==> src/rtl/gray_pkg.sv <==
// Shared constants and Gray/binary helper functions for the gray-to-binary converter.
package gray_pkg;

  localparam int DEFAULT_GRAY_WIDTH = 4;
  localparam int GRAY_MAX_W         = 32;

  // Helpers work on a zero-extended word: leading zeros do not change any XOR prefix.
  typedef logic [GRAY_MAX_W-1:0] gray_word_t;

  function automatic gray_word_t gray2bin(input gray_word_t g);
    gray_word_t b;
    b = g;
    for (int s = 1; s < GRAY_MAX_W; s = s << 1)
      b = b ^ (b >> s);
    return b;
  endfunction

  function automatic gray_word_t bin2gray(input gray_word_t b);
    return b ^ (b >> 1);
  endfunction

endpackage

==> src/rtl/gray2bin_xor_chain.sv <==
// Combinational prefix-XOR over a Gray slice; cin is the binary bit just above the slice.
module gray2bin_xor_chain #(
  parameter int W = 4
) (
  input  logic         cin,
  input  logic [W-1:0] g,
  output logic [W-1:0] b
);

  logic acc;

  always_comb begin
    b   = '0;
    acc = cin;
    for (int i = W - 1; i >= 0; i--) begin
      acc  = acc ^ g[i];
      b[i] = acc;
    end
  end

endmodule

==> src/rtl/gray_to_binary_conv.sv <==
// Registered Gray-to-binary converter with valid qualifier.
// Define GRAY_TO_BINARY_PIPE_EN to split the XOR chain over two register stages (latency 2).
module gray_to_binary_conv
  import gray_pkg::*;
#(
  parameter int WIDTH = DEFAULT_GRAY_WIDTH
) (
  input  logic             clk,
  input  logic             rst_n,
  input  logic [WIDTH-1:0] g,
  input  logic             g_valid,
  output logic [WIDTH-1:0] b,
  output logic             b_valid
);

`ifdef GRAY_TO_BINARY_PIPE_EN
  localparam int STAGES = 2;
`else
  localparam int STAGES = 1;
`endif

  // vld_pipe[0] is the live input qualifier; higher taps are registered.
  logic [STAGES:0] vld_pipe;
  logic [STAGES:1] vld_q;

  assign vld_pipe = {vld_q, g_valid};
  assign b_valid  = vld_pipe[STAGES];

  always_ff @(posedge clk) begin
    if (!rst_n) vld_q <= '0;
    else        vld_q <= vld_pipe[STAGES-1:0];
  end

`ifdef GRAY_TO_BINARY_PIPE_EN
  localparam int HI_W = (WIDTH + 1) / 2;
  localparam int LO_W = WIDTH - HI_W;

  logic [HI_W-1:0] hi_bin;
  logic [HI_W-1:0] s1_hi;

  gray2bin_xor_chain #(.W(HI_W)) u_hi (
    .cin (1'b0),
    .g   (g[WIDTH-1 -: HI_W]),
    .b   (hi_bin)
  );

  // Registers load only on valid so an undriven g never reaches b.
  always_ff @(posedge clk) begin
    if (!rst_n)             s1_hi <= '0;
    else if (vld_pipe[0])   s1_hi <= hi_bin;
  end

  if (LO_W > 0) begin : g_lo
    logic [LO_W-1:0] s1_lo;
    logic [LO_W-1:0] lo_bin;

    always_ff @(posedge clk) begin
      if (!rst_n)           s1_lo <= '0;
      else if (vld_pipe[0]) s1_lo <= g[LO_W-1:0];
    end

    // Lower chain resumes from the last upper binary bit.
    gray2bin_xor_chain #(.W(LO_W)) u_lo (
      .cin (s1_hi[0]),
      .g   (s1_lo),
      .b   (lo_bin)
    );

    always_ff @(posedge clk) begin
      if (!rst_n)           b <= '0;
      else if (vld_pipe[1]) b <= {s1_hi, lo_bin};
    end
  end else begin : g_nolo
    always_ff @(posedge clk) begin
      if (!rst_n)           b <= '0;
      else if (vld_pipe[1]) b <= s1_hi;
    end
  end
`else
  logic [WIDTH-1:0] b_comb;

  gray2bin_xor_chain #(.W(WIDTH)) u_chain (
    .cin (1'b0),
    .g   (g),
    .b   (b_comb)
  );

  always_ff @(posedge clk) begin
    if (!rst_n)           b <= '0;
    else if (vld_pipe[0]) b <= b_comb;
  end
`endif

endmodule

==> config.mk <==
export PLATFORM = sky130hd
export DESIGN_NAME = gray_to_binary_conv
export DESIGN_NICKNAME = d
export VERILOG_FILES = /design/src/rtl/gray_pkg.sv /design/src/rtl/gray2bin_xor_chain.sv /design/src/rtl/gray_to_binary_conv.sv
export SDC_FILE = /design/constraint.sdc
export NUM_CORES = 1
export LEC_CHECK = 0
export BUFFER_PORTS_ARGS = -buffer_cell sky130_fd_sc_hd__buf_2
export CORE_AREA = 5 5 42 44
export CTS_BUF_LIST = sky130_fd_sc_hd__clkbuf_8
export DETAILED_ROUTE_END_ITERATION = 8
export DIE_AREA = 0 0 47 49
export PLACE_DENSITY = 0.33
export REMOVE_ABC_BUFFERS = 1
export SYNTH_ARGS = -nofsm -noshare
export SYNTH_HDL_FRONTEND = slang
export SYNTH_SLANG_ARGS = --single-unit
==> constraint.sdc <==
create_clock -name clk -period 0.8 [get_ports clk]
set_clock_uncertainty 0.05 [all_clocks]
set_input_delay 0.08 -clock clk [delete_from_list [all_inputs] [get_ports clk]]
set_output_delay 0.08 -clock clk [all_outputs]
set_load 0.01 [all_outputs]
==> reports/metrics.yaml <==
status:
  status: "finished, final reports clean"
synthesis:
  yosys-top-cells-area: "dfxtp_1 (50%), xnor3_1 (11%), mux2i_1 (5.0%), o211a_1 (5.0%), o21ai_0 (5.0%)"
  syn_area_per_cell_um2: 11.1
  post_synth_most_frequent_cells: "dfxtp_1 (5), nand2_1 (2), o21ai_0 (2)"
  ys_ff_latch: 5
  synth-edff-count: 0
  synth_top_cell_by_area: "dfxtp_1"
  synth_area_um2: 200
  synth_top_area_frac: 0.500
  synthCells: 18
  synthDistinctLibCells: 12
  ys.flop_type: "dfxtp_1"
  yosysWarnings: 0
  synth-async-reset-ratio: 0
  yosysMostFrequentCell: "dfxtp_1"
  synth-seq-area-share: 0.500
clock_tree:
  clk_latency_ns: 0.22
  clkSinkCount: 5
  cts_tree: "done"
  cts_buffers: 3
  cts.root.buffer_cell: "clkbuf_8"
  cts_buffer_depth: 2
  postCtsHoldBufs: 0
  cts-htree-levels: 1
  clk_pin_slew_ns: 0.03
placed_design:
  dp_cells: 47
  io_buffers: 11
  gp_congestion: 0.651
  dp_hpwl_um: 372
sta:
  setup_viol: 0
  hold_violations: 0
  finalMaxSlewViolations: 0
  period_share: 0.992
  worst_pin_slew_ns: 0.116
  rsz0062_at_grt: "yes"
  maxSlewHeadroom: 0.921
  min_period_ns: 0.794
  max_freq_mhz: 1260
floorplanning:
  rows: 14
  die_y_um: 49
  core-area_um2: 1400
  ioPinCount: 12
  initial_core_util: 0.143
  die-area_um2: 2300
  die_w_um: 47
min_path:
  hp-class: "in2reg"
routing:
  drt_iter0_drc: 1
  vias: 189
  routed_wirelength_um: 485
  firstDrtPassIters: 3
  drcViolationCount: 0
  ant_nets: 0
  routed_via_density: 3.63
  wl_per_cell_um: 9.33
grt:
  grt.met1_usage: 0.0597
  grt-ovfl-total: 0
  use_met3: 0.0221
  grt_max_degree: 8
  antenna_found_initial: 0
  grt_pass1_wl_um: 703
  track_usage: 0.0445
  top_usage_layer: "met1"
  use_met2: 0.0475
  grt_pass1_vias: 201
setup_path:
  path_max_fanout: 2
  end_kind: "register"
  path_class: "in2reg"
  critPathArrivalTime_ns: 0.89
  critPathRequiredTime_ns: 0.89
  startpoint_type: "input pin"
cells_and_area:
  drive_gt1_frac: 0.556
  num-fill-cells: 168
  layout.nets: 44
  fin_cells: 52
  n_antenna_cell: 0
  syn_to_final_growth_pct: 82.5
power:
  fin_total_pwr_mw: 0.852
  powerDensity_nw_per_um2: 2330
  vdd_ir_drop_max_uv: 888
  p_leak_nw: 0.194
run:
  maxCapViolations: 0
-- logic make-up (layout without fill, tap and decap cells) --
logic type | Yosys count | count (layout) | synth area share
and+or+nand+nor | 4 | 4 | 0.106
muxes | 1 | 1 | 0.0500
DFF | 5 | 5 | 0.500
AOI/OAI and AO/OA | 4 | 4 | 0.125
buffers and inverters | 1 | 19 | 0.0187
xor gates and xnor gates | 3 | 3 | 0.200
-- sequential cells by signal, summed over array words and instances, names as in the netlist --
signal	count
b_valid	1
b	4
-- worst max-delay path, cell delays in order --
cell	delay, ns
buf_6	0.07
xnor3_1	0.42
xor2_1	0.18
a21oi_1	0.14
-- report_power, final --
part	internal [mW]	switching, mW	leakage [nW]
Clock	0.328	0.115	0.0269
Combinational	0.0758	0.0510	0.125
Sequential	0.273	0.00962	0.0425
Total	0.677	0.175	0.194
-- routing by layer --
layer / routed length, um / up-vias
met5: 0 / -
met4: 4 / 0
met3: 53 / 2
met1: 236 / 81
met2: 191 / 10
li1: - / 96
-- cells in the final DEF, fill, tap and decap left out --
cell type,n
o21ai_0,2
xnor2_1,1
mux2i_1,1
buf_6,3
clkbuf_8,3
xor2_1,1
buf_2,8
dfxtp_1,2
dfxtp_2,3
nor2b_1,1
a21oi_1,1
nand2_1,2
inv_1,2
o211a_1,1
buf_4,3
nand3b_1,1
xnor3_1,1
-- timing repair --
item / in CTS / in global routing
endpoints found under the hold margin: 0 / 0
resized for setup: 1 / 5
setup endpoints to repair: 2 / 5
setup buffers: 0 / 1
pin swaps: 2 / 3
-- through the flow --
step / hold WS, ns / cell area [um2] / TNS [ns] / utilization / setup WS, ns
final: 0.0788 / 365 / 0 / 0.261 / 0.00625
after global routing: 0.104 / 365 / -0.0182 / 0.261 / -0.0107
after CTS: 0.0824 / 337 / 0 / 0.240 / 0.00118
after detailed placement: 0.303 / 290 / -0.306 / 0.207 / -0.227
after global placement: 0.301 / 290 / -0.244 / 0.207 / -0.183
after floorplan: 0.119 / 200 / -0.0423 / - / -0.0423
-- layout make-up --
type                    count  area (um2)  area share
clock buffers               3        41.3       0.113
inverters                   1        3.75      0.0103
flip-flops and latches      5         104       0.284
multi-input cells          12        96.3       0.264
clock inverters             1        3.75      0.0103
repair buffers             14        96.3       0.264
well taps                  16        20.0      0.0548
-- final timing paths --
path               from  endpoint  slack (ns)  depth (start not counted)
hold reg to reg    b[2]      b[2]        0.43                          1
hold / removal    rst_n   b_valid        0.08                          3
setup / recovery   g[3]      b[0]       0.006                          4
setup reg to reg   b[0]      b[0]        0.13                          2
(Power assumes the default switching activity.)
